[config.mk]
export PLATFORM = sky130hd
export DESIGN_NAME = fifo_da
export DESIGN_NICKNAME = d
export VERILOG_FILES = /design/src/rtl/fifo_da.sv
export SDC_FILE = /design/constraint.sdc
export NUM_CORES = 1
export LEC_CHECK = 0
export ABC_AREA = 1
export ABC_CLOCK_PERIOD_IN_PS = 1800
export BUFFER_PORTS_ARGS = -buffer_cell sky130_fd_sc_hd__buf_2
export CAP_MARGIN = 20
export CORE_ASPECT_RATIO = 1.4
export CORE_UTILIZATION = 49
export CTS_BUF_LIST = sky130_fd_sc_hd__clkbuf_8
export CTS_CLUSTER_SIZE = 24
export DETAILED_ROUTE_END_ITERATION = 8
export GPL_TIMING_DRIVEN = 0
export PLACE_DENSITY = 0.72
export SYNTH_ARGS = -nofsm -noshare
export SYNTH_HDL_FRONTEND = slang
export SYNTH_SLANG_ARGS = --single-unit
[constraint.sdc]
create_clock -name clk -period 1.8 [get_ports clk]
set_clock_uncertainty 0.2 [all_clocks]
set_input_delay 0.18 -clock clk [delete_from_list [all_inputs] [get_ports clk]]
set_output_delay 0.18 -clock clk [all_outputs]
set_load 0.005 [all_outputs]
[src/rtl/fifo_da.sv]
// fifo_da: synchronous single-clock show-ahead FIFO with arbitrary DEPTH.
//   clk         rising-edge clock for all state
//   clear       synchronous active-high reset (pointers and count only)
//   i_data_in   write data, pushed when i_write_en and not full
//   i_full_out  high when DEPTH words are stored
//   o_data_out  oldest stored word, zero when empty
//   o_read_en   pops the head when not empty
//   o_empty_out high when nothing is stored
module fifo_da #(
  parameter int WIDTH = 4,
  parameter int DEPTH = 4
) (
  input  logic             clk,
  input  logic             clear,
  input  logic [WIDTH-1:0] i_data_in,
  input  logic             i_write_en,
  output logic             i_full_out,
  output logic [WIDTH-1:0] o_data_out,
  input  logic             o_read_en,
  output logic             o_empty_out
);
  localparam int PW = $clog2(DEPTH);
  localparam int CW = $clog2(DEPTH + 1);
  localparam logic [PW-1:0] LAST = PW'(DEPTH - 1);
  logic [WIDTH-1:0] mem [DEPTH];
  logic [PW-1:0] wr_ptr, rd_ptr;
  logic [CW-1:0] count;
  logic wr, rd;
  // gating uses the registered flags, so a write at full is dropped even when a read frees a slot
  assign wr = i_write_en & ~i_full_out;
  assign rd = o_read_en & ~o_empty_out;
  assign i_full_out = count == CW'(DEPTH);
  assign o_empty_out = count == '0;
  assign o_data_out = o_empty_out ? '0 : mem[rd_ptr];
  always_ff @(posedge clk) begin
    if (clear) begin
      wr_ptr <= '0;
      rd_ptr <= '0;
      count <= '0;
    end else begin
      if (wr) wr_ptr <= wr_ptr == LAST ? '0 : wr_ptr + 1'b1;
      if (rd) rd_ptr <= rd_ptr == LAST ? '0 : rd_ptr + 1'b1;
      if (wr & ~rd) count <= count + 1'b1;
      else if (rd & ~wr) count <= count - 1'b1;
    end
  end
  // storage has no reset; contents behind the pointers are simply stale
  always_ff @(posedge clk)
    if (wr & ~clear) mem[wr_ptr] <= i_data_in;
`ifndef SYNTHESIS
  always_ff @(posedge clk) begin
    if (!clear && i_write_en && i_full_out) $display("fifo_da: write while full dropped");
    if (!clear && o_read_en && o_empty_out) $display("fifo_da: read while empty ignored");
  end
`endif
endmodule

# Yosys cells after proc, flatten, opt, wreduce, memory -nomap -nowiden
# Memories as Yosys holds them, arrays and structs flattened. A register that Yosys moved wholly into a read port is not among the register bits.
# Index checks and enable logic that the tools add are counted.
[totals] mem_bits_rw=16 elab_cells=32 in_bits=8 ff_bits=7 memories=1
[classes] n_addsub=4 n_eq_ne=3 bitwise=10 muxes=9 reduce_logical=2
[memory_table] memory="mem" depth=4 word_bits=4 read_ports=1 rd_ports_with_merged_regs=1 write_ports=1 line_no="25" source="logic [WIDTH-1:0] mem [DEPTH];"
[op_table] cell="$mux W2" n=4
[op_table] cell="$mux W3" n=2
[op_table] cell="$and A1 B1 Y1" n=5
[op_table] cell="$not A1 Y1" n=5
[op_table] cell="$add A2 B1 Y2 const B" n=2
[op_table] cell="$eq A2 B2 Y1 const B" n=2
[op_table] cell="$mux W4" n=1
[op_table] cell="$add A3 B1 Y3 const B" n=1
[op_table] cell="$eq A3 B3 Y1 const B" n=1
[op_table] cell="$logic_not A3 Y1" n=1
[op_table] cell="$sub A3 B1 Y3 const B" n=1
[op_table] cell="$mux W1" n=2
[op_table] cell="$reduce_bool A2 Y1" n=1

# Longest topological paths before layout
# Gate-level depths: netlist of run 1.
[depth] ltp_word=7 depth_mapped=13

# Worst setup path before layout of run 1
# Ideal clock, no wire load.
[synth_timing] path_kind="register to register" from="reg count[1]" to="reg count[1]" slack_ps=-45 period_less_slack_ps=1845 path_stages_with_launch=10 n_path_buf=0 arrival_ps=1529 cell_sequence="dfxtp_1 -> nor2_2 -> nand2_2 -> nand2_2 -> inv_2 -> ha_1 -> inv_1 -> fa_1 -> o21ai_0 -> nor2_1"
[synth_between] elab_chain_cells=6 word_cells_on_any_way=15 classes_between="add/sub: 2; eq/ne: 1; mux: 2; bitwise: 8; reduce/logical: 2"
[synth_lines] item="start, declared" line_no="27" source="logic [CW-1:0] count;"
[synth_lines] item="start signal, assigned" line_no="43" source="if (wr & ~rd) count <= count + 1'b1;"
[synth_lines] item="start signal, assigned" line_no="44" source="else if (rd & ~wr) count <= count - 1'b1;"
[synth_lines] item="$eq A3 B3 Y1 *" line_no="32" source="assign i_full_out = count == CW'(DEPTH);"
[synth_lines] item="$not A1 Y1 *" line_no="30" source="assign wr = i_write_en & ~i_full_out;"
[synth_lines] item="$and A1 B1 Y1 *" line_no="30"
[synth_lines] item="named net wr" line_no="28" source="logic wr, rd;"
[synth_lines] item="$not A1 Y1" line_no="44"
[synth_lines] item="$and A1 B1 Y1" line_no="44"
[synth_lines] item="$reduce_bool A2 Y1 (no source line)"
# Mark *: on every way through the listed nets, which the timed path passes. The rest lies on a longest branch. The select of a mux whose other input is x is not followed.
# A chain may end at the register's enable or synchronous reset.

# Final worst setup path of run 1
# Ends and elaborated chain as after synthesis.

==> results of run 1 <==
-- sequential cells by signal (all words and copies together) (netlist names), named ones only --
register and cells:
count 3, mem 16, wr_ptr 2, rd_ptr 2
-- Yosys cell counts (all sizes together), types with 2 or more instances --
cell type   n
nor2       25
a21oi       6
edfxtp     16
nand3b      2
ha          6
dfxtp       9
nand2      31
inv        18
o21ai       5
-- power by group through the flow --
stage               logic, mW  clock network [mW]  registers [mW]
CTS                     0.775               0.315           0.774
global route            0.937               0.337           0.786
finish                  0.858               0.310           0.775
global placement        0.636                   0           0.778
detailed placement      0.666                   0           0.784
floorplan               0.484                   0           0.772
-- critical path, stage by stage (launching register included) --
cell and delay (ns):
dfxtp_4 0.36, nor2_4 0.13, nand2_2 0.07, nand2_2 0.08
inv_2 0.05, ha_4 0.17, inv_4 0.06, fa_2 0.43
o21ai_2 0.12, nor2_1 0.04
-- through the flow --
stage                     worst slack [ns]   util  power (mW)  setup TNS [ns]
after floorplan                    0.00508      -        1.26               0
after global placement             -0.0922  0.570        1.41          -0.166
after detailed placement            -0.121  0.570        1.45          -0.227
after global routing               -0.0726  0.652        2.06          -0.158
after CTS                          0.00624  0.639        1.86               0
final                              -0.0214  0.652        1.94         -0.0261
-- metal layers --
layer	up-vias	GRT usage	wire, um
met3	4	0.0213	49
met2	14	0.381	1310
met1	401	0.166	836
li1	444	-	-
met4	0	0.0779	28
met5	-	0	0
-- area by class of cell --
class	instances	share of cell area
Sequential cell	25	0.465
Multi-Input combinational cell	79	0.313
Timing Repair Buffer	24	0.111
Inverter	18	0.0523
Clock buffer	3	0.0287
Tap cell	22	0.0192
Buffer	1	0.00784
Clock inverter	1	0.00261
-- final timing paths --
path | startpoint | to | slack, ns | depth (start not counted)
worst max-delay path | count[1] | count[1] | -0.02 | 9
worst min-delay path | i_write_en | wr_ptr[1] | 0.02 | 3
worst max register to register | count[1] | count[1] | -0.02 | 9
worst min register to register | wr_ptr[1] | wr_ptr[1] | 0.35 | 2
-- cells by family after synthesis --
kind of cell             Yosys count
AO/OA/AOI/OAI                     11
buffers and inverters             19
AND/OR/NAND/NOR                   60
XOR/XNOR                           1
flip-flops                        25
adder cells (fa/ha/maj)            7
-- what timing repair did --
| action | in CTS | in global routing |
|---|---|---|
| buffers inserted | 5 | 1 |
| setup endpoints to repair | 2 | 2 |
| resized for setup | 6 | 7 |
| gates cloned | 0 | 0 |
| hold buffers | 5 | 0 |
| hold endpoints to repair | 17 | 0 |
| pin swaps | 6 | 2 |
==> reports/results.tsv, run 1 <==
stage	metric	value	unit
sta	maxSlewHeadroom	0.758	
layout	final_area	0.00144	mm2
layout	diodes	0	
placed_design	place.gp.congestion	0.753	
synth	yosysUniqueCellTypes	19	
sta	maxSlewViolCount	0	
power_and_ir_drop	swShare	0.357	
floorplan	die_h	59.4	um
global_routing	antenna_found_initial	0	
setup_path	arrival	1.78	ns
synth	synthArstFlopShare	0	
clock_network	numCtsBuffers	3	
synth	synth-adder-area-share	0.0823	
clock_network	clock-root-buffer	clkbuf_8	
sta	hold_violations	0	
power_and_ir_drop	seqPwrFrac	0.399	
power_and_ir_drop	p_comb_frac	0.442	
floorplan	dieWidth	43.0	um
outcome	violations	setup timing	
floorplan	initial_core_util	0.524	
layout	seqCellArea	668	um2
global_routing	gr-total-overflow	0	
outcome	outcome	complete, but fails checks	
clock_network	clock-sinks	25	
power_and_ir_drop	power_density	1350	mW/mm2
synth	yosys.area.top_type	edfxtp_1	
global_routing	grt_first_pass_wirelength	3.36	mm
floorplan	die_area	0.00256	mm2
synth	synth_top_area_frac	0.416	
clock_network	insertion_delay	0.26	ns
power_and_ir_drop	p_int	1.25	mW
clock_network	cts_tree	built	
clock_network	cts_max_path_buffers	2	
synth	synthSimpleGateAreaFrac	0.218	
global_routing	globalRouteTotalUtil	0.181	
sta	finalSetupViolCount	2	
routing	ant_nets	0	
global_routing	grt_pass1_vias	801	
routing	drtPass1Iterations	4	
synth	synthTopCellsByArea	edfxtp_1 (42%), dfxtp_1 (16%), nand2_1 (8.5%)	
layout	fill_cells	197	
placed_design	placedCellCount	158	
placed_design	io_buffers	13	
flow_run	max_cap_viol_count	0	
synth	synth_edf_count	16	
floorplan	num_rows	20	
power_and_ir_drop	p_leak	0.656	nW
layout	layout_common_cells	nor2_1 (24), nand2_1 (24), edfxtp_1 (16), inv_1 (15), buf_2 (13)	
synth	synth_seq_cells	25	
sta	worst_slew_pin_slew	0.362	ns
sta	setup_ws	-0.0214	ns
synth	ys_warn_count	0	
clock_network	clkTransAtPathRegs	0.08	ns
sta	timing.hold.ws	0.0157	ns
routing	vias	863	
synth	synth_area_per_cell	9.39	um2
sta	period_needed	1.82	ns
sta	rsz0062_at_grt	yes	
synth	yosysSeqAreaShare	0.572	
synth	synth_top_family_by_area	simple AND/OR/NAND/NOR gates	
floorplan	ios	14	
setup_path	cp-start-kind	flip-flop	
layout	drive_gt1_frac	0.272	
power_and_ir_drop	peakVddDrop	0.000782	V
synth	muxShareOfSynthArea	0	
layout	multiInputGateArea	449	um2
synth	synth_cells	123	
clock_network	cts-htree-levels	1	
routing	drc	0	
setup_path	worstSetupEndpointType	flip-flop	
floorplan	core_area	0.00220	mm2
min_path	hold_class	input port to flip-flop	
setup_path	worstSetupPathType	flip-flop to flip-flop	
layout	instances_no_fill	173	
power_and_ir_drop	p_sw	0.694	mW
power_and_ir_drop	pwr-share-clk	0.160	
routing	drtIter0Drc	16	
synth	synth_xor_area_frac	0.00758	
synth	synth_flop_cell	edfxtp_1	
sta	max_freq	549	MHz
placed_design	dpl_cell_area	0.00125	mm2
routing	wl_per_cell	12.9	um
routing	viasPerCell	4.99	
synth	synth_compound_area_frac	0.0477	
synth	synthesis.area	0.00115	mm2
sta	finalCritPeriodShare	1.01	
routing	wl	2.23	mm
placed_design	hpwl	1.44	mm
global_routing	grt_max_degree	14	
setup_path	path_max_fanout	2	
layout	area_delta_synth_final	24.4	%
setup_path	required	1.76	ns
layout	fin_nets	167	
synth	synth_nets	138	
No activity file was read; power rests on OpenSTA's default activity.
==> run 2: changes to the inputs <==
--- a/config.mk
+++ b/config.mk
@@ -9,13 +9,15 @@
 export ABC_CLOCK_PERIOD_IN_PS = 1800
 export BUFFER_PORTS_ARGS = -buffer_cell sky130_fd_sc_hd__buf_2
 export CAP_MARGIN = 20
+export CELL_PAD_IN_SITES_DETAIL_PLACEMENT = 1
+export CELL_PAD_IN_SITES_GLOBAL_PLACEMENT = 2
 export CORE_ASPECT_RATIO = 1.4
-export CORE_UTILIZATION = 49
+export CORE_UTILIZATION = 33
 export CTS_BUF_LIST = sky130_fd_sc_hd__clkbuf_8
 export CTS_CLUSTER_SIZE = 24
 export DETAILED_ROUTE_END_ITERATION = 8
 export GPL_TIMING_DRIVEN = 0
-export PLACE_DENSITY = 0.72
+export PLACE_DENSITY_LB_ADDON = 0.1
 export SYNTH_ARGS = -nofsm -noshare
 export SYNTH_HDL_FRONTEND = slang
 export SYNTH_SLANG_ARGS = --single-unit
==> reports/results.tsv, run 2 (same netlist as run 1, synthesis figures left out) <==
stage	metric	value	unit
floorplan	core_area	0.00335	mm2
flow_run	max_cap_viol_count	0	
sta	hold_violations	0	
sta	maxSlewHeadroom	0.734	
routing	vias	863	
sta	period_needed	1.83	ns
global_routing	antenna_found_initial	0	
routing	viasPerCell	4.45	
routing	drt-met1-wl	785	um
routing	route.met3.wl	51	um
setup_path	worstSetupEndpointType	flip-flop	
routing	wl	2.26	mm
sta	finalCritPeriodShare	1.02	
placed_design	placedCellCount	176	
outcome	outcome	complete, but fails checks	
power_and_ir_drop	power_density	1330	mW/mm2
min_path	hold_class	input port to flip-flop	
outcome	violations	setup timing	
global_routing	grt_pass1_vias	871	
clock_network	clock-sinks	25	
floorplan	initial_core_util	0.345	
layout	fin_nets	170	
layout	layout_common_cells	nand2_1 (26), nor2_1 (23), edfxtp_1 (16), inv_1 (15), buf_2 (13)	
floorplan	num_rows	25	
routing	ant_nets	0	
sta	worst_slew_pin_slew	0.398	ns
layout	instances_no_fill	194	
global_routing	grt_first_pass_wirelength	3.62	mm
power_and_ir_drop	peakVddDrop	0.000644	V
power_and_ir_drop	power	1.95	mW
clock_network	clkTransAtPathRegs	0.08	ns
routing	drtIter0Drc	11	
clock_network	cts-htree-levels	1	
sta	setup_ws	-0.0295	ns
sta	finalSetupViolCount	1	
clock_network	cts_max_path_buffers	2	
placed_design	hpwl	1.73	mm
global_routing	gr-total-overflow	0	
setup_path	required	1.76	ns
floorplan	dieWidth	52.0	um
placed_design	place.gp.congestion	0.711	
layout	largest_register_ffs	16	
layout	reg_top3	mem: 16 flops, count: 3 flops	
layout	area_delta_synth_final	27.6	%
layout	drive_gt1_frac	0.266	
sta	maxSlewViolCount	0	
layout	regMostFlops	mem	
setup_path	path_max_fanout	3	
placed_design	dp_slack	-0.148	ns
routing	drc	0	
clock_network	insertion_delay	0.26	ns
floorplan	ios	14	
layout	final_common_cell	nand2_1	
clock_network	cts_tree	built	
clock_network	clock-root-buffer	clkbuf_8	
setup_path	worstSetupPathType	flip-flop to flip-flop	
routing	top_layer_used	met4	
sta	max_freq	547	MHz
floorplan	die_area	0.00374	mm2
routing	wl_met2	1.38	mm
layout	diodes	0	
floorplan	die_h	72.0	um
setup_path	cp-start-kind	flip-flop	
power_and_ir_drop	p_leak	0.668	nW
clock_network	numCtsBuffers	3	
routing	wl_per_cell	11.6	um
setup_path	arrival	1.79	ns
global_routing	grt_max_degree	15	
global_routing	globalRouteTotalUtil	0.132	
routing	drtPass1Iterations	3	
sta	rsz0062_at_grt	yes	
placed_design	io_buffers	13	
## run 2: path summary, 6_finish.rpt
kind	startpoint	endpoint	slack (ns)	cells after the start
setup / recovery	count[0]	count[1]	-0.03	9
setup reg to reg	count[0]	count[1]	-0.03	9
hold reg to reg	rd_ptr[0]	flip-flop	0.35	4
hold / removal	i_write_en	wr_ptr[1]	0.004	3
## run 2: timing repair
| action | in CTS | in global routing |
|---|---|---|
| endpoints found under the hold margin | 17 | 0 |
| hold buffers | 5 | 0 |
| pin swaps | 5 | 2 |
| endpoints found under the setup margin | 2 | 6 |
| buffers inserted | 4 | 5 |
| resized for setup | 7 | 2 |
## run 2: final cells by class
| type | instances | area (um2) |
|---|---|---|
| clock buffers | 3 | 41.3 |
| repair buffers | 27 | 183 |
| well taps | 40 | 50.0 |
| multi-input cells | 79 | 443 |
| inverters | 18 | 72.6 |
| plain buffers | 1 | 11.3 |
| flip-flops and latches | 25 | 668 |
| clock inverters | 1 | 5.00 |
| fillers | 391 | 1870 |
## run 2: stage by stage
stage                     hold WS (ns)   util  cell area (um2)  setup TNS (ns)
after floorplan                 0.0450      -             1160               0
after CTS                      0.00435  0.427             1430        -0.00983
after detailed placement         0.162  0.382             1280          -0.270
final                          0.00408  0.440             1470         -0.0295
after global routing            0.0408  0.440             1470          -0.164
after global placement           0.149  0.382             1280          -0.245
## run 2: per-layer routing
metal | vias to the layer above | GRT usage
met5 | - | 0
met4 | 0 | 0.0631
met3 | 4 | 0.0189
met2 | 12 | 0.268
met1 | 401 | 0.120
li1 | 446 | -
## run 2: power by group
part	internal, mW	switching [mW]	leakage, nW
sequential	0.711	0.0601	0.221
combinational	0.408	0.462	0.421
clock	0.154	0.159	0.0255
## run 2: critical path, cell delays in order, from the launching register on
cell and delay, ns:
dfxtp_4 0.37, nor2_4 0.14, nand2_2 0.07, nand2_2 0.08, inv_2 0.06, ha_4 0.16
inv_2 0.06, fa_2 0.42, o21ai_1 0.13, nor2_1 0.05
==> run 3: changes to the inputs <==
--- a/config.mk
+++ b/config.mk
@@ -17,6 +17,7 @@
 export CTS_CLUSTER_SIZE = 24
 export DETAILED_ROUTE_END_ITERATION = 8
 export GPL_TIMING_DRIVEN = 0
+export HOLD_SLACK_MARGIN = 0.03
 export PLACE_DENSITY_LB_ADDON = 0.1
 export SYNTH_ARGS = -nofsm -noshare
 export SYNTH_HDL_FRONTEND = slang
==> reports/results.tsv, run 3 (same netlist as run 1, synthesis figures left out) <==
stage	metric	value	unit
placed_design	dp_slack	-0.148	ns
floorplan	initial_core_util	0.345	
routing	drtPass1Iterations	3	
placed_design	io_buffers	13	
global_routing	grt_max_degree	15	
floorplan	die_h	72.0	um
power_and_ir_drop	seqPwrFrac	0.394	
setup_path	reg2reg_from	count[0]	
floorplan	die_area	0.00374	mm2
power_and_ir_drop	peakVddDrop	0.000643	V
power_and_ir_drop	p_comb_frac	0.446	
floorplan	num_rows	25	
global_routing	antenna_found_initial	0	
floorplan	core_area	0.00335	mm2
clock_network	insertion_delay	0.26	ns
layout	layout_common_cells	nand2_1 (26), nor2_1 (23), edfxtp_1 (16), inv_1 (15), buf_2 (13)	
layout	diodes	0	
power_and_ir_drop	p_leak	0.676	nW
sta	worst_slew_pin_slew	0.398	ns
routing	ant_nets	0	
layout	reg_top3	mem: 16 flops, count: 3 flops	
layout	fin_util	0.446	
setup_path	worstSetupPathType	flip-flop to flip-flop	
setup_path	critPathBufInv	2	
sta	finalCritPeriodShare	1.02	
min_path	hold_class	input port to flip-flop	
layout	largest_register_ffs	16	
setup_path	crit_chain	nor2_4 -> nand2_2 -> nand2_2 -> inv_2 -> ha_4 -> inv_2 -> fa_2 -> o21ai_1 -> nor2_1	
flow_run	max_cap_viol_count	0	
min_path	hp-start	o_read_en	
placed_design	place.gp.congestion	0.711	
sta	timing.hold.ws	0.108	ns
global_routing	grt_first_pass_wirelength	3.66	mm
layout	fin_nets	172	
routing	viasPerCell	4.43	
sta	final.setup.tns	-0.0301	ns
setup_path	arrival	1.79	ns
clock_network	clock-sinks	25	
power_and_ir_drop	power_density	1310	mW/mm2
routing	drtIter0Drc	9	
clock_network	clock-root-buffer	clkbuf_8	
clock_network	numCtsBuffers	3	
layout	instances_no_fill	196	
sta	period_needed	1.83	ns
power_and_ir_drop	power	1.96	mW
clock_network	cts_max_path_buffers	2	
routing	wl	2.29	mm
placed_design	dpl_cell_area	0.00128	mm2
sta	finalSetupViolCount	1	
sta	rsz0062_at_grt	yes	
setup_path	worstSetupEndpointType	flip-flop	
floorplan	ios	14	
global_routing	gr-total-overflow	0	
power_and_ir_drop	swShare	0.348	
global_routing	grt_pass1_vias	888	
setup_path	required	1.76	ns
setup_path	startpoint	count[0]	
outcome	violations	setup timing	
placed_design	hpwl	1.73	mm
clock_network	cts_tree	built	
sta	hold_violations	0	
layout	final_area	0.00149	mm2
clock_network	clkTransAtPathRegs	0.08	ns
floorplan	dieWidth	52.0	um
placed_design	placedCellCount	176	
clock_network	cts-htree-levels	1	
layout	final_common_cell	nand2_1	
sta	max_freq	546	MHz
setup_path	critPathMaxStageDelay	0.42	ns
power_and_ir_drop	pwr-share-clk	0.160	
layout	drive_gt1_frac	0.263	
routing	vias	869	
routing	drc	0	
global_routing	globalRouteTotalUtil	0.134	
layout	regMostFlops	mem	
layout	fill_cells	389	
outcome	outcome	complete, but fails checks	
setup_path	path_max_fanout	3	
sta	maxSlewHeadroom	0.734	
routing	wl_per_cell	11.7	um
sta	setup_ws	-0.0301	ns
layout	area_delta_synth_final	29.4	%
power_and_ir_drop	p_sw	0.682	mW
setup_path	cpMaxStageDelayCell	fa_2	
power_and_ir_drop	p_int	1.28	mW
setup_path	cp-start-kind	flip-flop	
sta	maxSlewViolCount	0	
setup_path	worst_path_dominant_cell_family	adder cells	
[run 3: what timing repair did]
| action | 4_1_cts | 5_1_grt |
|---|---|---|
| endpoints found under the setup margin | 2 | 6 |
| hold buffers | 7 | 0 |
| hold endpoints to repair | 18 | 0 |
| pin swaps | 5 | 2 |
| gates resized for setup | 7 | 2 |
| buffers inserted | 4 | 5 |
[run 3: path summary, 6_finish.rpt]
check | cells past startpoint | to | slack (ns)
worst max-delay path | 9 | count[1] | -0.03
worst min-delay path | 5 | flip-flop | 0.11
worst max register to register | 9 | count[1] | -0.03
worst min register to register | 4 | flip-flop | 0.35
[run 3: tightest hold or removal path, delay by kind of cell]
| family | cells | cell delay, ns |
|---|---|---|
| and+or+nand+nor | 4 | 0.22 |
| buffers and inverters | 1 | 0.13 |
[run 3: layout make-up]
type	count	area, um2	area share
timing repair buffer	29	203	0.136
multi-input combinational	79	443	0.296
sequential	25	668	0.447
clock buffer	3	41.3	0.0276
clock inverter	1	5.00	0.00335
inverter	18	72.6	0.0486
tap	40	50.0	0.0335
buffer	1	11.3	0.00754
[run 3: per-layer routing]
| metal | GRT usage | vias up | share of wire |
|---|---|---|---|
| li1 | - | 450 | - |
| met1 | 0.120 | 401 | 0.35 |
| met2 | 0.272 | 14 | 0.61 |
| met3 | 0.0189 | 4 | 0.023 |
| met4 | 0.0631 | 0 | 0.016 |
| met5 | 0 | - | 0 |
[run 3: power groups by stage]
stage               Sequential (mW)  Combinational [mW]  Clock, mW
floorplan                     0.772               0.484          0
global placement              0.782               0.659          0
detailed placement            0.787               0.682          0
CTS                           0.777               0.773      0.331
global route                  0.781               0.991      0.359
finish                        0.771               0.874      0.313
